File: src/rtl/lisa_qspi_arb.sv
// Two-requester arbiter in front of a single QSPI controller: instruction fetch
// versus data, round-robin on contention, with enforced chip-select idle gap.
module lisa_qspi_arb #(
   parameter int unsigned CS_GAP = 2,
   parameter int unsigned ADDR_W = 24
) (
   input  logic              clk,
   input  logic              rst,
   input  logic              req0,
   input  logic [ADDR_W-1:0] addr0,
   output logic              ack0,
   input  logic              req1,
   input  logic [ADDR_W-1:0] addr1,
   input  logic              we1,
   input  logic [7:0]        wdata1,
   output logic              ack1,
   output logic              err1,
   output logic [7:0]        rdata,
   output logic              ctrl_start,
   output logic [ADDR_W-1:0] ctrl_addr,
   output logic              ctrl_we,
   output logic [7:0]        ctrl_wdata,
   output logic              ctrl_cs_sel,
   input  logic              ctrl_done,
   input  logic [7:0]        ctrl_rdata,
   output logic [1:0]        grant
);

   typedef enum logic [1:0] {
      IDLE  = 2'd0,
      ISSUE = 2'd1,
      WAIT  = 2'd2,
      GAP   = 2'd3
   } state_t;

   localparam logic [3:0] GAP_LOAD = CS_GAP[3:0];

   state_t            state_r, state_s;
   logic [3:0]        gap_cnt_r, gap_cnt_s;
   logic              last_data_r, last_data_s;
   logic              busy_ack_s, win_fetch_s, win_data_s, reject_s;
   logic              ack0_s, ack1_s, err1_s, ctrl_start_s, ctrl_we_s, ctrl_cs_sel_s;
   logic [7:0]        rdata_s, ctrl_wdata_s;
   logic [ADDR_W-1:0] ctrl_addr_s;
   logic [1:0]        grant_s;

   // Arbitration: no new grant while an ack is on the bus, so a requester that
   // is only just seeing its ack is not served twice.
   always_comb begin
      busy_ack_s  = ack0 | ack1;
      win_fetch_s = req0 & (~req1 | last_data_r);
      win_data_s  = req1 & (~req0 | ~last_data_r);
      reject_s    = win_data_s & we1 & ~addr1[ADDR_W-1];
   end

   // Next-state and next-output logic for the arbiter FSM.
   always_comb begin
      state_s       = state_r;
      gap_cnt_s     = gap_cnt_r;
      last_data_s   = last_data_r;
      grant_s       = grant;
      ctrl_start_s  = 1'b0;
      ack0_s        = 1'b0;
      ack1_s        = 1'b0;
      err1_s        = 1'b0;
      rdata_s       = rdata;
      ctrl_addr_s   = ctrl_addr;
      ctrl_we_s     = ctrl_we;
      ctrl_wdata_s  = ctrl_wdata;
      ctrl_cs_sel_s = ctrl_cs_sel;
      case (state_r)
         IDLE: begin
            if (!busy_ack_s && win_fetch_s) begin
               ctrl_addr_s   = addr0;
               ctrl_we_s     = 1'b0;
               ctrl_wdata_s  = 8'h00;
               ctrl_cs_sel_s = 1'b0;
               grant_s       = 2'b01;
               last_data_s   = 1'b0;
               ctrl_start_s  = 1'b1;
               state_s       = ISSUE;
            end else if (!busy_ack_s && reject_s) begin
               ack1_s      = 1'b1;
               err1_s      = 1'b1;
               last_data_s = 1'b1;
               state_s     = IDLE;
            end else if (!busy_ack_s && win_data_s) begin
               ctrl_addr_s   = addr1;
               ctrl_we_s     = we1;
               ctrl_wdata_s  = wdata1;
               ctrl_cs_sel_s = addr1[ADDR_W-1];
               grant_s       = 2'b10;
               last_data_s   = 1'b1;
               ctrl_start_s  = 1'b1;
               state_s       = ISSUE;
            end else begin
               state_s = IDLE;
            end
         end
         ISSUE: begin
            state_s = WAIT;
         end
         WAIT: begin
            if (ctrl_done) begin
               rdata_s = ctrl_rdata;
               ack0_s  = grant[0];
               ack1_s  = grant[1];
               grant_s = 2'b00;
               if (GAP_LOAD == 4'd0) begin
                  state_s = IDLE;
               end else begin
                  gap_cnt_s = GAP_LOAD;
                  state_s   = GAP;
               end
            end else begin
               state_s = WAIT;
            end
         end
         GAP: begin
            if (gap_cnt_r <= 4'd1) begin
               gap_cnt_s = 4'd0;
               state_s   = IDLE;
            end else begin
               gap_cnt_s = gap_cnt_r - 4'd1;
               state_s   = GAP;
            end
         end
         default: begin
            state_s = IDLE;
            grant_s = 2'b00;
         end
      endcase
   end

   // State and registered-output update with synchronous reset.
   always_ff @(posedge clk) begin
      if (rst) begin
         state_r     <= IDLE;
         gap_cnt_r   <= 4'd0;
         last_data_r <= 1'b1;
         grant       <= 2'b00;
         ctrl_start  <= 1'b0;
         ack0        <= 1'b0;
         ack1        <= 1'b0;
         err1        <= 1'b0;
         rdata       <= 8'h00;
         ctrl_addr   <= {ADDR_W{1'b0}};
         ctrl_we     <= 1'b0;
         ctrl_wdata  <= 8'h00;
         ctrl_cs_sel <= 1'b0;
      end else begin
         state_r     <= state_s;
         gap_cnt_r   <= gap_cnt_s;
         last_data_r <= last_data_s;
         grant       <= grant_s;
         ctrl_start  <= ctrl_start_s;
         ack0        <= ack0_s;
         ack1        <= ack1_s;
         err1        <= err1_s;
         rdata       <= rdata_s;
         ctrl_addr   <= ctrl_addr_s;
         ctrl_we     <= ctrl_we_s;
         ctrl_wdata  <= ctrl_wdata_s;
         ctrl_cs_sel <= ctrl_cs_sel_s;
      end
   end

endmodule
File: config.mk
export PLATFORM = sky130hd
export DESIGN_NAME = lisa_qspi_arb
export DESIGN_NICKNAME = d
export VERILOG_FILES = /design/src/rtl/lisa_qspi_arb.sv
export SDC_FILE = /design/constraint.sdc
export NUM_CORES = 1
export LEC_CHECK = 0
export CELL_PAD_IN_SITES_DETAIL_PLACEMENT = 0
export CELL_PAD_IN_SITES_GLOBAL_PLACEMENT = 1
export CORE_MARGIN = 2
export CORE_UTILIZATION = 32
export DETAILED_ROUTE_END_ITERATION = 8
export PLACE_DENSITY = 0.89
export SYNTH_ARGS = -nofsm -noshare
export SYNTH_HDL_FRONTEND = slang
export SYNTH_SLANG_ARGS = --single-unit
File: constraint.sdc
create_clock -name clk -period 2.9 [get_ports clk]
set_clock_uncertainty 0.15 [all_clocks]
set_input_delay 0.58 -clock clk [delete_from_list [all_inputs] [get_ports clk]]
set_output_delay 0.58 -clock clk [all_outputs]
set_load 0.02 [all_outputs]
==> reports/results.ini, run 1 <==
[run_status]
outcome = completed

[sta]
hold_viol = 0
drv_slew = 0
worst_slew_pin_slew_ps = 621
post-route-min-period_ps = 2310
setup_tns_ps = 0
period_share_pct = 79.8
setup_violations = 0
rsz0062_at_grt = no
clock.fmax_mhz = 432
slew_headroom_pct = 58.6

[routing]
ant_nets = 0
via_per_inst = 4.93
wl_per_cell_um = 14.0
drcViolationCount = 0
wl_mm = 6.46
drt_iter0_drc = 75
dr_total_vias = 2274
drtPass1Iterations = 4

[place]
hpwl_mm = 4.80
place_congestion = 0.813
dp.cells = 453
port_buffers = 117

[clock_network]
cts_setup_buffers = 0
numCtsBuffers = 5
ctsResizeCount = 0
cts.clk_slew.worst_paths_ps = 100
clock-sinks = 55
cts-hold-fix-buffers = 0
clock-root-buffer = clkbuf_8
clock_latency_ps = 310
cts_tree = done
clockBufferDepth = 2
htreeDepth = 2

[floorplan]
num_io_pins = 118
design.core.area_um2 = 7690
dieWidth_um = 92.8
rows = 32
dieArea_um2 = 8620
start_util_pct = 32.8
die_h_um = 92.8

[global_route]
use_met1_pct = 16.5
antenna_found_initial = 0
use_met2_pct = 25.8
grt.total_usage_pct = 14.4
grt_pass1_vias = 2155
grt_pass1_wl_mm = 9.99
busiest_layer = met2
gr-total-overflow = 0
use_met3_pct = 4.31
grt_max_degree = 31

[synth]
netlist_area_um2 = 2520
synth_fp_nets = 315
ys_ff_latch = 55
synth_edf_count = 0
synth.avg_cell_area_um2 = 10.4
seq_area_frac_synth_pct = 43.6
ys_types = 48
synthFlopType = dfxtp_1
syn_inst = 243
async_flop_share_pct = 0
ys_warn_count = 0

[final_layout]
layout_commonest_cell = clkdlybuf4s50_1
drive_above_1_share_pct = 16.2
area_growth_pct = 54.2
stdcell_count = 461
layout_common_cells = clkdlybuf4s50_1, dfxtp_1, a21oi_1
antenna_cells = 0
nets = 430

[critical_path]
worst-r2r-cell-count = 5
required_ps = 2950
ff2ff_setup_slack_ps = 830
worstPathArrival_ps = 2360
reg2reg_from = state_r[0]
r2r_end = ctrl_addr[15]
end_kind = flip-flop
worstSetupPathType = input pin to flip-flop
path_max_fanout = 14
cp-start-kind = input pin

[hold_path]
min_to = rdata[1]
holdPathStages = 2
min_from = rdata[1]
min_path_type = flip-flop to flip-flop

[power_and_ir_drop]
power_leakage_nw = 1.42
pwr_density_cell_nw_per_um2 = 572
peakVddDrop_v = 0.000189

[run]
drv_cap = 0

where the power goes:
group	switching (mW)	leakage, nW	internal (mW)
Sequential	0.0534	0.451	0.840
Clock	0.253	0.0644	0.344
Combinational	0.372	0.906	0.365
Total	0.678	1.42	1.55
critical path, stage by stage:
cell and delay (ps):
clkdlybuf4s50_1 520, nand2b_1 190, a22oi_2 90, nor2_2 510, buf_4 360, a211oi_2 100
cells by family (layout without fill, tap and decap cells):
group | count (synthesis) | in the layout | share of synthesized area, %
AO/OA/AOI/OAI | 85 | 85 | 28.2
multiplexers | 24 | 24 | 9.56
AND/OR/NAND/NOR | 53 | 53 | 11.4
buffers and inverters | 24 | 140 | 6.14
flip-flops | 55 | 55 | 43.6
adder cells (fa/ha/maj) | 2 | 2 | 0.991
routing by layer:
layer | vias to the layer above | part of all wire, %
met5 | - | 0
met4 | 0 | 0.98
met3 | 8 | 7.5
met2 | 76 | 50
met1 | 1071 | 41
li1 | 1119 | -
cell usage after synthesis, types with 2 or more instances:
library cell	count	area (um2)
nor2b_1	2	12.5
clkbuf_4	2	15.0
buf_6	5	56.3
nand3b_1	2	15.0
a21oi_2	10	87.6
nand2_1	21	78.8
mux2i_1	23	230
a211oi_1	5	37.5
inv_1	5	18.8
o21ai_0	5	25.0
ha_1	2	25.0
nand3_1	3	15.0
buf_2	3	15.0
a21oi_1	27	135
nor3_1	6	30.0
clkbuf_1	5	18.8
nor2_1	6	22.5
a22o_1	8	70.1
nand4_1	2	12.5
dfxtp_1	55	1100
a211oi_2	19	238
per-stage QoR:
step	area [um2]	hold slack (ps)	worst slack [ps]	power (mW)	utilization (%)
2_1_floorplan	2520	313	1180	1.36	-
3_3_place_gp	3760	292	303	1.64	48.9
3_5_place_dp	3760	301	254	1.66	48.9
4_1_cts	3890	315	590	2.26	50.7
5_1_grt	3890	328	494	2.34	50.7
6_report	3890	311	585	2.23	50.7
how the worst max path moves through the flow:
stage,start,endpoint,slack (ps),cells past startpoint
CTS,addr1[23],ctrl_addr[12],590,6
global placement,addr1[23],ctrl_addr[17],300,6
global route,addr1[23],ctrl_addr[2],490,6
detailed placement,addr1[23],ctrl_addr[12],250,6
finish,addr1[23],ctrl_addr[15],590,6
floorplan,req0,ctrl_addr[0],1180,6
registers in the layout, indices dropped and copies added (netlist names):
signal	count
last_data_r	1
state_r	2
ctrl_addr	24
ack0	1
ctrl_start	1
gap_cnt_r	4
rdata	8
ctrl_wdata	8
grant	2
ctrl_we	1
ack1	1
ctrl_cs_sel	1
err1	1
cell type report:
cell class	instances	area (um2)
Sequential cell	55	1100
Multi-Input combinational cell	164	1270
Clock buffer	5	68.8
Clock inverter	3	67.6
Tap cell	102	128
Inverter	5	18.8
Timing Repair Buffer	127	1240
Fill cell	748	3790
Note: power is estimated with default switching activity, not from simulation.
==> run 2: changes to the inputs <==
CORE_UTILIZATION = 30   (was 32)
PLACE_DENSITY = 0.85   (was 0.89)
clock period = 2.35 ns   (was 2.9 ns; I/O delays follow)
==> run 2 against run 1 <==
Worst setup slack got worse by 240 ps; sequential share of layout area decreased by 0.10 points; first-iteration DRC count decreased by 20%; worst hold slack got worse by 55 ps; die area up 6.4%; clock power down 6.5%; clock-buffer cell count is 1 higher; wire length grew 2.5%; sequential power increased by 24%; via count is 0.40% lower; critical path type is now flip-flop to output pin; largest power group unchanged; highest routed layer unchanged.
==> reports/results.ini, run 2 (same netlist as run 1, synthesis figures left out) <==
[sta]
period_share_pct = 85.5
slew_headroom_pct = 65.5  ; +6.9 points
fin_ws_ps = 340  ; -245 ps
setup_tns_ps = 0  ; unchanged
clock.fmax_mhz = 498
rsz0062_at_grt = no
post-route-min-period_ps = 2010
whs_ps = 256  ; -55.2 ps
hold_viol = 0  ; unchanged
worst_slew_pin_slew_ps = 517  ; -103 ps
setup_violations = 0  ; unchanged
drv_slew = 0  ; unchanged

[final_layout]
final_cell_area_um2 = 3910  ; +0.35%
top_regs = ctrl_addr (24), ctrl_wdata (8), rdata (8)
fillers = 786  ; +5.1%
antenna_cells = 0  ; unchanged
final_util_pct = 47.8  ; -2.9 points
nets = 433  ; +0.70%
drive_above_1_share_pct = 16.9  ; +0.69 points
regMostFlops = ctrl_addr
largest_reg_flops = 24  ; unchanged
area_growth_pct = 54.8
stdcell_count = 467  ; +1.3%
layout_common_cells = clkdlybuf4s50_1, dfxtp_1, a21oi_1
layout_commonest_cell = clkdlybuf4s50_1

[critical_path]
cp-start-kind = flip-flop
path_cells = clkdlybuf4s50_1
slowest_delay_ps = 640  ; +120 ps
reg2reg_from = state_r[0]
worst-r2r-cell-count = 4  ; -1
required_ps = 1730  ; -1220 ps
path_delay_family = buffers and inverters
crit_buf_inv = 1  ; -1
worstSetupPathType = flip-flop to output pin
slowest_stage = clkdlybuf4s50_1
r2r_end = ctrl_addr[11]
worstPathArrival_ps = 1390  ; -970 ps
path_max_fanout = 3  ; -11
ff2ff_setup_slack_ps = 690  ; -140 ps
end_kind = output pin

[routing]
drt_iter0_drc = 60  ; -20%
via_per_inst = 4.85  ; -1.7%
wl_per_cell_um = 14.2  ; +1.2%
wl_mm = 6.62  ; +2.5%
dr_total_vias = 2265  ; -0.40%
drcViolationCount = 0  ; unchanged
drtPass1Iterations = 4  ; unchanged
ant_nets = 0  ; unchanged

[place]
dp.cells = 459  ; +1.3%
hpwl_mm = 5.01  ; +4.3%
place_congestion = 0.797  ; -2.0%
port_buffers = 117  ; unchanged
placed_cell_area_um2 = 3810  ; +1.4%
dpl_worst_slack_ps = 121  ; -132 ps

[floorplan]
num_io_pins = 118  ; unchanged
start_util_pct = 30.9  ; -2.0 points
dieArea_um2 = 9170  ; +6.4%
die_h_um = 95.7  ; +3.1%
dieWidth_um = 95.7  ; +3.1%
rows = 33  ; +3.1%
design.core.area_um2 = 8180  ; +6.3%

[hold_path]
min_path_type = input pin to flip-flop
min_from = rst
min_to = ack1
holdPathStages = 2  ; unchanged

[clock_network]
clockBufferDepth = 2  ; unchanged
clock-sinks = 55  ; unchanged
cts.clk_slew.worst_paths_ps = 110  ; about the same
clock-root-buffer = clkbuf_8
clock_latency_ps = 310  ; about the same
cts_setup_buffers = 0  ; unchanged
htreeDepth = 2  ; unchanged
numCtsBuffers = 5  ; unchanged
cts_tree = done
cts-hold-fix-buffers = 0  ; unchanged
ctsResizeCount = 0  ; unchanged

[power_and_ir_drop]
clockPowerShare_pct = 21.6  ; -5.2 points
swShare_pct = 32.6  ; +2.2 points
p_seq_share_pct = 42.8  ; +2.7 points
p_comb_share_pct = 35.6  ; +2.5 points
power_mw = 2.59  ; +16%
pwr_density_cell_nw_per_um2 = 662  ; +16%
p_int_mw = 1.74  ; +13%
peakVddDrop_v = 0.000309  ; +63%
p_switching_mw = 0.844  ; +25%
power_leakage_nw = 1.43  ; +0.55%

[global_route]
grt.total_usage_pct = 14.0  ; -0.42 points
busiest_layer = met2
antenna_found_initial = 0  ; unchanged
grt_pass1_vias = 2146  ; -0.42%
gr-total-overflow = 0  ; unchanged
grt_max_degree = 26  ; -16%
grt_pass1_wl_mm = 10.2  ; +2.0%
use_met3_pct = 5.09  ; +0.78 points
use_met1_pct = 16.8  ; +0.29 points
use_met2_pct = 24.4  ; -1.4 points

[run]
drv_cap = 0  ; unchanged

[run_status]
outcome = completed

## run 2: power groups by stage
stage / registers [mW] / logic (mW) / clock network (mW)
after CTS: 1.11 / 0.933 / 0.583
after global placement: 1.13 / 0.920 / 0
after floorplan: 1.23 / 0.442 / 0
after detailed placement: 1.13 / 0.930 / 0
final: 1.11 / 0.922 / 0.558
after global routing: 1.12 / 0.992 / 0.628
## run 2: cell type report
class | instances | area (um2) | share of cell area [%]
Clock buffer | 6 | 82.6 | 2.11
Clock inverter | 2 | 16.3 | 0.416
Inverter | 5 | 18.8 | 0.480
Multi-Input combinational cell | 164 | 1270 | 32.5
Sequential cell | 55 | 1100 | 28.2
Tap cell | 105 | 131 | 3.36
Timing Repair Buffer | 130 | 1290 | 33.0
## run 2: how the worst max path moves through the flow
stage / start / cells after the start / endpoint / slack [ps]
6_report: ack0 / 1 / ack0 / 340
5_1_grt: ack0 / 1 / ack0 / 290
4_1_cts: ack0 / 1 / ack0 / 320
3_5_place_dp: req1 / 6 / ctrl_addr[9] / 120
3_3_place_gp: req1 / 6 / ctrl_addr[22] / 160
2_1_floorplan: req0 / 6 / ctrl_addr[0] / 740
## run 2: metal layers
layer	up-vias	part of all wire (%)
li1	1127	-
met1	1045	42
met4	0	0.57
met5	-	0
met3	5	11
met2	88	46
